**src/rtl/aud_pkg.sv**
```systemverilog
// Shared types for the audio recorder/player pair.
// Latency: n/a (types and constants only).
// Backpressure: n/a.
package aud_pkg;

    // Default widths; modules take these as parameter defaults.
    localparam int AUD_ADDR_W   = 20;
    localparam int AUD_SAMPLE_W = 16;

    // Same 2-bit encoding as the recorder so both report identical o_state codes.
    typedef enum logic [1:0] {
        STOPPED = 2'd0,
        PAUSE   = 2'd1,
        PLAYING = 2'd2,
        WAITING = 2'd3
    } aud_state_e;

    // Channel slot that is pending / being played.
    typedef enum logic {
        LEFT  = 1'b0,
        RIGHT = 1'b1
    } aud_chan_e;

endpackage

```
**src/rtl/aud_serializer.sv**
```systemverilog
// Parallel-in serial-out shift register, MSB first, with load / shift / clear.
// Latency: loaded MSB is visible on o_ser_dat the cycle after i_load; one bit per i_shift_en.
// Backpressure: none; the caller gates shifting with i_shift_en. o_done marks the last bit.
// Ports: i_clk, i_rst_n (sync, active-low), i_load/i_load_dat, i_shift_en, i_clr,
//        o_ser_dat (current bit), o_done (last bit of the word is on o_ser_dat).
module aud_serializer
    import aud_pkg::*;
#(
    parameter int SAMPLE_W = AUD_SAMPLE_W
) (
    input  logic                i_clk,
    input  logic                i_rst_n,
    input  logic                i_load,
    input  logic [SAMPLE_W-1:0] i_load_dat,
    input  logic                i_shift_en,
    input  logic                i_clr,
    output logic                o_ser_dat,
    output logic                o_done
);

    localparam int                CNT_W    = $clog2(SAMPLE_W);
    localparam logic [CNT_W-1:0]  CNT_LAST = CNT_W'(SAMPLE_W - 1);

    logic [SAMPLE_W-1:0] sr_q, sr_d;
    logic [CNT_W-1:0]    cnt_q, cnt_d;

    assign o_ser_dat = sr_q[SAMPLE_W-1];
    assign o_done    = (cnt_q == CNT_LAST);

    always_comb begin
        sr_d  = sr_q;
        cnt_d = cnt_q;
        if (i_clr) begin
            sr_d  = '0;
            cnt_d = '0;
        end else if (i_load) begin
            sr_d  = i_load_dat;
            cnt_d = '0;
        end else if (i_shift_en) begin
            // Zero fill: once the word is out the line idles low by itself.
            sr_d  = {sr_q[SAMPLE_W-2:0], 1'b0};
            cnt_d = o_done ? '0 : cnt_q + CNT_W'(1);
        end
    end

    always_ff @(posedge i_clk) begin
        if (!i_rst_n) begin
            sr_q  <= '0;
            cnt_q <= '0;
        end else begin
            sr_q  <= sr_d;
            cnt_q <= cnt_d;
        end
    end

endmodule

```
**src/rtl/aud_player.sv**
```systemverilog
// Audio player: reads SRAM samples and serialises each one onto DACDAT for left then right slot.
// Latency: first bit one cycle after the LRC edge-detect cycle; SAMPLE_W bits per slot.
// Backpressure: none; pacing comes from i_lrc edges, controls are start/pause/stop.
// Ports: i_clk (BCLK), i_rst_n (sync, active-low), i_lrc, i_start/i_pause/i_stop,
//        i_end_addr, i_rd_data -> o_address, o_dac_data, o_state, o_fin.
// Build option: define AUD_PLAYER_LOOP_EN to loop back to address 0 after the end address
//        instead of stopping.
module aud_player
    import aud_pkg::*;
#(
    parameter int ADDR_W   = AUD_ADDR_W,
    parameter int SAMPLE_W = AUD_SAMPLE_W
) (
    input  logic                i_clk,
    input  logic                i_rst_n,
    input  logic                i_lrc,
    input  logic                i_start,
    input  logic                i_pause,
    input  logic                i_stop,
    input  logic [ADDR_W-1:0]   i_end_addr,
    input  logic [SAMPLE_W-1:0] i_rd_data,
    output logic [ADDR_W-1:0]   o_address,
    output logic                o_dac_data,
    output logic [2:0]          o_state,
    output logic                o_fin
);

    aud_state_e          state_q, state_d;
    aud_chan_e           chan_q, chan_d;
    logic [ADDR_W-1:0]   addr_q, addr_d;
    logic                lrc_p_q, lrc_p_d;

    logic fe, re, at_end;
    logic ser_load, ser_shift, ser_clr, ser_done, ser_dat;
    logic fin;

    assign lrc_p_d = i_lrc;
    assign fe      = lrc_p_q & ~i_lrc;
    assign re      = ~lrc_p_q & i_lrc;
    assign at_end  = (addr_q == i_end_addr);

    always_comb begin
        state_d   = state_q;
        chan_d    = chan_q;
        addr_d    = addr_q;
        ser_load  = 1'b0;
        ser_shift = 1'b0;
        ser_clr   = 1'b0;
        fin       = 1'b0;

        case (state_q)
            STOPPED: begin
                if (!i_stop && !i_pause && i_start) begin
                    addr_d  = '0;
                    chan_d  = LEFT;
                    state_d = WAITING;
                end
            end

            WAITING: begin
                if (i_stop) begin
                    addr_d  = '0;
                    state_d = STOPPED;
                end else if (i_pause) begin
                    chan_d  = LEFT;
                    state_d = PAUSE;
                end else if (fe) begin
                    // A left slot always restarts the sample, even if its right slot was missed.
                    ser_load = 1'b1;
                    chan_d   = LEFT;
                    state_d  = PLAYING;
                end else if (re && chan_q == RIGHT) begin
                    ser_load = 1'b1;
                    state_d  = PLAYING;
                end
            end

            PLAYING: begin
                if (i_stop) begin
                    ser_clr = 1'b1;
                    addr_d  = '0;
                    state_d = STOPPED;
                end else if (i_pause) begin
                    // Partial word is dropped; resume replays the sample from its left slot.
                    ser_clr = 1'b1;
                    chan_d  = LEFT;
                    state_d = PAUSE;
                end else begin
                    ser_shift = 1'b1;
                    if (ser_done) begin
                        if (chan_q == LEFT) begin
                            chan_d  = RIGHT;
                            state_d = WAITING;
                        end else if (at_end) begin
                            fin    = 1'b1;
                            addr_d = '0;
                            chan_d = LEFT;
`ifdef AUD_PLAYER_LOOP_EN
                            state_d = WAITING;
`else
                            state_d = STOPPED;
`endif
                        end else begin
                            addr_d  = addr_q + ADDR_W'(1);
                            chan_d  = LEFT;
                            state_d = WAITING;
                        end
                    end
                end
            end

            PAUSE: begin
                if (i_stop) begin
                    addr_d  = '0;
                    state_d = STOPPED;
                end else if (!i_pause && i_start) begin
                    state_d = WAITING;
                end
            end

            default: begin
                addr_d  = '0;
                chan_d  = LEFT;
                state_d = STOPPED;
            end
        endcase
    end

    always_ff @(posedge i_clk) begin
        if (!i_rst_n) begin
            state_q <= STOPPED;
            chan_q  <= LEFT;
            addr_q  <= '0;
            lrc_p_q <= 1'b0;
        end else begin
            state_q <= state_d;
            chan_q  <= chan_d;
            addr_q  <= addr_d;
            lrc_p_q <= lrc_p_d;
        end
    end

    aud_serializer #(
        .SAMPLE_W (SAMPLE_W)
    ) u_ser (
        .i_clk      (i_clk),
        .i_rst_n    (i_rst_n),
        .i_load     (ser_load),
        .i_load_dat (i_rd_data),
        .i_shift_en (ser_shift),
        .i_clr      (ser_clr),
        .o_ser_dat  (ser_dat),
        .o_done     (ser_done)
    );

    assign o_address  = addr_q;
    assign o_dac_data = ser_dat;
    assign o_state    = {1'b0, state_q};
    assign o_fin      = fin;

endmodule
```
**config.mk**
```make
export PLATFORM = sky130hd
export DESIGN_NAME = aud_player
export DESIGN_NICKNAME = d
export VERILOG_FILES = /design/src/rtl/aud_pkg.sv /design/src/rtl/aud_serializer.sv /design/src/rtl/aud_player.sv
export SDC_FILE = /design/constraint.sdc
export NUM_CORES = 1
export LEC_CHECK = 0
export BUFFER_PORTS_ARGS = -buffer_cell sky130_fd_sc_hd__buf_2
export CORE_ASPECT_RATIO = 2
export CORE_MARGIN = 2
export CORE_UTILIZATION = 50
export DETAILED_ROUTE_END_ITERATION = 16
export PLACE_DENSITY = 0.76
export SLEW_MARGIN = 0
export SYNTH_ARGS = -nofsm -noshare
export SYNTH_HDL_FRONTEND = slang
export SYNTH_SLANG_ARGS = --single-unit
export TNS_END_PERCENT = 5
```
**constraint.sdc**
```tcl
create_clock -name i_clk -period 5.3 [get_ports i_clk]
set_input_delay 0.265 -clock i_clk [delete_from_list [all_inputs] [get_ports i_clk]]
set_output_delay 0.265 -clock i_clk [all_outputs]
set_load 0.02 [all_outputs]
```
# Word level (Yosys, flattened, before mapping)
# Index checks and enable logic that the tools add are counted.
[op_classes]
n_addsub = 2
mul = 0
n_div = 0
magnitude_cmp = 0
n_eq_ne = 17
shift = 0
n_mux = 50
bitwise = 5
reduce_logical = 15
[op_table]
columns = ["op", "n"]
rows = [
  ["2-to-1 mux 20 bit", 7],
  ["case mux 20 bit (3 select lines)", 1],
  ["2-to-1 mux 16 bit", 2],
  ["2-to-1 mux 1 bit", 25],
  ["2-to-1 mux 2 bit", 12],
  ["adder 20 x 1 -> 20 bit, second input constant", 1],
  ["equality test 20 bit", 1],
  ["!= test 3 bit, second input constant", 4],
  ["case mux 2 bit (4 select lines)", 1],
  ["!= test 2 bit, second input constant", 3],
  ["!= test 3 x 2 -> 1 bit, second input constant", 2],
  ["AND reduction 6 bit", 1],
  ["!= test 5 bit, second input constant", 1],
  ["AND reduction 5 bit", 1],
  ["adder 4 x 1 -> 4 bit, second input constant", 1],
  ["equality test 2 bit, second input constant", 2],
  ["equality test 4 bit, second input constant", 1],
  ["logical AND 1 bit", 4],
  ["2-to-1 mux 4 bit", 1],
  ["!= test 4 x 3 -> 1 bit, second input constant", 1],
  ["AND reduction 4 bit", 1],
  ["OR reduction 2 bit", 2],
  ["inverter 1 bit", 3],
  ["case mux 1 bit (3 select lines)", 1],
  ["other kinds (8)", 10],
]
[totals]
register_bits = 44
latchBits = 0
ramBits = 0
rom_bits = 0
output_inout_bits = 25
word_cells = 95
memories = 0

# Depth between registers and ports, before layout
[logic_depth]
ltp_word = 9
ltp_mapped = 8

# Modules after synthesis
# From an unflattened synthesis, not the netlist that was laid out.
[hier_totals]
hier_cells = 278
area_unflattened_um2 = 2556.2
[modules_own_cells]
columns = ["mod", "instances", "cells_each", "area_per_inst_um2", "seq_area_each_um2"]
rows = [
  ["aud_player", 1, 188, 1559.0, 480.5],
  ["aud_serializer", 1, 90, 997.2, 400.4],
]

# Worst setup path before layout
# Ideal clock, no wire load.
[synth_path]
path_kind = "register to register"
startpoint = "reg u_ser.cnt_q[0]"
endpoint = "reg addr_q[16] (netlist: o_address[16])"
setup_time_ps = 86
arrival_ps = 2022
required_time_ps = 5214
path_slack_ps = 3191
stages_incl_launch_ff = 7
path_buffers = 0
synth_period_minus_slack_ps = 2109
cell_sequence = "dfxtp_1 > ha_1 > nand4_1 > a221oi_4 > nand3_2 > or4_1 > a221oi_2"
[synth_between]
elab_chain_cells = 3
[synth_rtl]
columns = ["element", "line_no", "source"]
rows = [
  ["from (decl)", "aud_serializer.sv:25", "logic [CNT_W-1:0] cnt_q, cnt_d;"],
  ["from (signal assigned)", "aud_serializer.sv:52", "cnt_q <= cnt_d;"],
  ["equality test 4 bit", "aud_serializer.sv:28", "assign o_done = (cnt_q == CNT_LAST);"],
  ["!= test 3 x 2 -> 1 bit (no source line)", "n/a", ""],
  ["AND reduction 5 bit (no source line)", "n/a", ""],
  ["to (signal assigned)", "aud_player.sv:138", "addr_q <= addr_d;"],
  ["to (decl)", "aud_player.sv:30", "logic [ADDR_W-1:0] addr_q, addr_d;"],
]
# No other way between the ends.
# A chain may end at the register's enable or synchronous reset.

# Worst setup path after layout
[layout_path]
startpoint = "reg state_q[0]"
endpoint = "reg addr_q[16] (netlist: o_address[16])"
[layout_between]
elab_chain_cells = 4
[layout_rtl]
columns = ["element", "line_no", "source"]
rows = [
  ["from (decl)", "aud_player.sv:28", "aud_state_e state_q, state_d;"],
  ["from (signal assigned)", "aud_player.sv:136", "state_q <= state_d;"],
  ["equality test 2 x 1 -> 1 bit or equality test 2 bit (tied branches)", "aud_player.sv:51", "case (state_q)"],
  ["OR reduction 2 bit (no source line)", "n/a", ""],
  ["!= test 2 x 1 -> 1 bit (no source line)", "n/a", ""],
  ["AND reduction 5 bit (no source line)", "n/a", ""],
]
# Parallel ways exist; a longest one is shown, timed or not.

==> flow_summary_export.csv <==
group,metric,value,unit
global_route,overflow,0,
logic_synthesis,syn_area_per_cell,8.27,µm²
sta,timing.fmax,0.400,GHz
logic_synthesis,syn_inst,310,
logic_synthesis,syn_nets,354,
setup_path,arrival,2.71,ns
setup_path,r2r_cells,6,
route,drc,0,
logic_synthesis,synth-async-reset-ratio,0,%
route,drt_iter0_drc,51,
sta,tightestPinTransition,0.723,ns
cts,ctsResizeCount,0,
cts,post_cts_buffers,0,
logic_synthesis,syn-cell-area,2560,µm²
route,vias,2507,
hold_path,min_path_cells,2,
logic_synthesis,synth_area_leaders,"dfxtp_1 (34%), xor2_1 (11%), nand2_1 (6.4%), a311oi_1 (4.8%), nor2_1 (3.7%)",
global_route,grt_pass1_vias,2405,
global_route,grt_util_met1,24.3,%
route,ant_nets,0,
place,port_buffers,65,
setup_path,critPathCaptureType,"register",
global_route,grt_pass1_wl,10.3,mm
setup_path,startpoint_type,"register",
cells_and_area,fin_nets,411,
power,p_leak,1.22,nW
die,rows,36,
logic_synthesis,ys_top_cells_by_count,"dfxtp_1 (44), nand2_1 (44), xor2_1 (32), nor2_1 (25), a311oi_1 (14)",
die,die_area,5750,µm²
route,avgViaCountPerCell,5.90,
run_status,status,"completed",
global_route,use_met2,42.6,%
sta,rsz0062_at_grt,"false",
route,drt_pass1_iterations,4,
sta,finalSetupViolCount,0,
sta,maxSlewViolCount,0,
cells_and_area,seqCellArea,881,µm²
cells_and_area,layout.cells.non_filler,425,
sta,finalHoldViolCount,0,
global_route,track_usage,23.4,%
global_route,globalRouteMet3Util,3.54,%
power,ir_worst_vdd,0.228,mV
cts,clk_pin_slew,0.09,ns
sta,fin_skew,0.00882,ns
cells_and_area,syn_to_final_growth,18.3,%
cells_and_area,fillers,479,
cts,htreeDepth,2,
hold_path,hold_path_class,"in2reg",
cts,cts_buffers,5,
logic_synthesis,yosysTopAreaCell,"dfxtp_1",
setup_path,worstSetupPathType,"reg2reg",
setup_path,crit_required,5.52,ns
cts,cts-root-buf,"clkbuf_8",
cts,clock-sinks,44,
logic_synthesis,ys_types,52,
die,ios,67,
sta,hold_slack,0.229,ns
sta,fin_tns_setup,0,ns
global_route,antenna_found_initial,0,
die,core,4910,µm²
cts,clk_latency,0.30,ns
place,placedCellCount,417,
cells_and_area,multi_input_area,1570,µm²
route,drt_wl_total,6.33,mm
cts,ctsHoldBuffers,0,
cells_and_area,final_layout_size_suffix_gt1_share,23.9,%
logic_synthesis,synth_edf_count,0,
die,fp.dieH,105,µm
setup_path,path_max_fanout,37,
sta,min_period,2.50,ns
logic_synthesis,ys_ff_latch,44,
cts,cts_tree,"built",
logic_synthesis,yosysTopAreaCellShare,34.4,%
route,wl_per_cell,14.9,µm
logic_synthesis,synth-main-ff-cell,"dfxtp_1",
place,place_congestion,0.770,
power,pwr_density_cell,227,nW/µm²
sta,timing.final.crit_share,47.1,%
die,die_w,54.6,µm
job,max-cap-violations,0,
cells_and_area,num_antenna_cells,0,
logic_synthesis,synth_warnings,0,
cts,clk_path_buf_depth,2,
sta,relSlewSlack,51.8,%
logic_synthesis,ys_seq_area_share,34.4,%
place,hpwl,4.76,mm
die,start_util,52.2,%
global_route,busiest_layer,"met2",
global_route,grt_max_degree,38,
state kept, by name, indices dropped and copies added, names as in the netlist:
name,count
u_ser.sr_q,16
u_ser.cnt_q,4
chan_q,1
o_address,20
state_q,2
lrc_p_q,1
metal layers:
layer  wire length, µm  up-vias
met4               146        0
met3               234       12
met1              2460     1180
met2              3490       67
li1                  -     1248
met5                 0        -
power breakdown:
group          total (W)  leakage [nW]  internal [W]  switching [W]
sequential      0.000338         0.355      0.000333     0.00000515
clock           0.000283        0.0645      0.000166       0.000116
combinational  0.0000687         0.804     0.0000286      0.0000402
metrics by stage:
| stage | cell area [µm²] | total power [W] | util (%) | worst slack (ns) |
|---|---|---|---|---|
| final | 3030 | 0.000689 | 61.7 | 2.80 |
| after floorplan | 2560 | 0.000388 | - | 3.19 |
| after global routing | 3030 | 0.000718 | 61.7 | 2.64 |
| after global placement | 2910 | 0.000413 | 59.2 | 2.92 |
| after detailed placement | 2910 | 0.000415 | 59.2 | 2.83 |
| after CTS | 3030 | 0.000696 | 61.7 | 2.82 |
cells in the final DEF (no fill, tap or decap), types with 8 or more instances in the layout:
| cell | count |
|---|---|
| a211oi_1 | 12 |
| a21oi_1 | 8 |
| a221oi_1 | 8 |
| a311oi_1 | 14 |
| buf_2 | 65 |
| dfxtp_1 | 44 |
| nand2_1 | 44 |
| nand3_1 | 8 |
| nand4_1 | 9 |
| nor2_1 | 25 |
| xor2_1 | 32 |
kinds of logic after synthesis:
group / after synthesis / share of synthesized area (%)
XOR/XNOR: 33 / 11.3
flip-flops: 44 / 34.4
other: 1 / 0.146
AO/OA/AOI/OAI: 73 / 22.2
buffers and inverters: 25 / 4.54
AND/OR/NAND/NOR: 131 / 26.1
multiplexers: 1 / 0.391
adder cells (fa/ha/maj): 2 / 0.976
path summary, 6_finish.rpt:
kind	from	to	slack (ns)
worst max-delay path	state_q[0]	o_address[16]	2.80
worst min-delay path	i_lrc	lrc_p_q	0.23
worst max register to register	state_q[0]	o_address[16]	2.80
worst min register to register	u_ser.sr_q[9]	u_ser.sr_q[10]	0.47
cell type report:
class | instances | share of cell area [%]
Timing Repair Buffer | 70 | 12.0
Multi-Input combinational cell | 241 | 51.8
Inverter | 5 | 0.619
Tap cell | 57 | 2.35
Clock inverter | 1 | 0.991
Clock buffer | 7 | 3.18
Sequential cell | 44 | 29.1
worst max-delay path: stages, from the launching register on:
cell	delay [ns]
dfxtp_1	0.60
nor3b_2	0.21
a221oi_4	0.28
buf_4	0.38
nand3_2	0.15
or4_1	0.54
a221oi_2	0.24
Note: power is estimated with default switching activity, not from simulation.
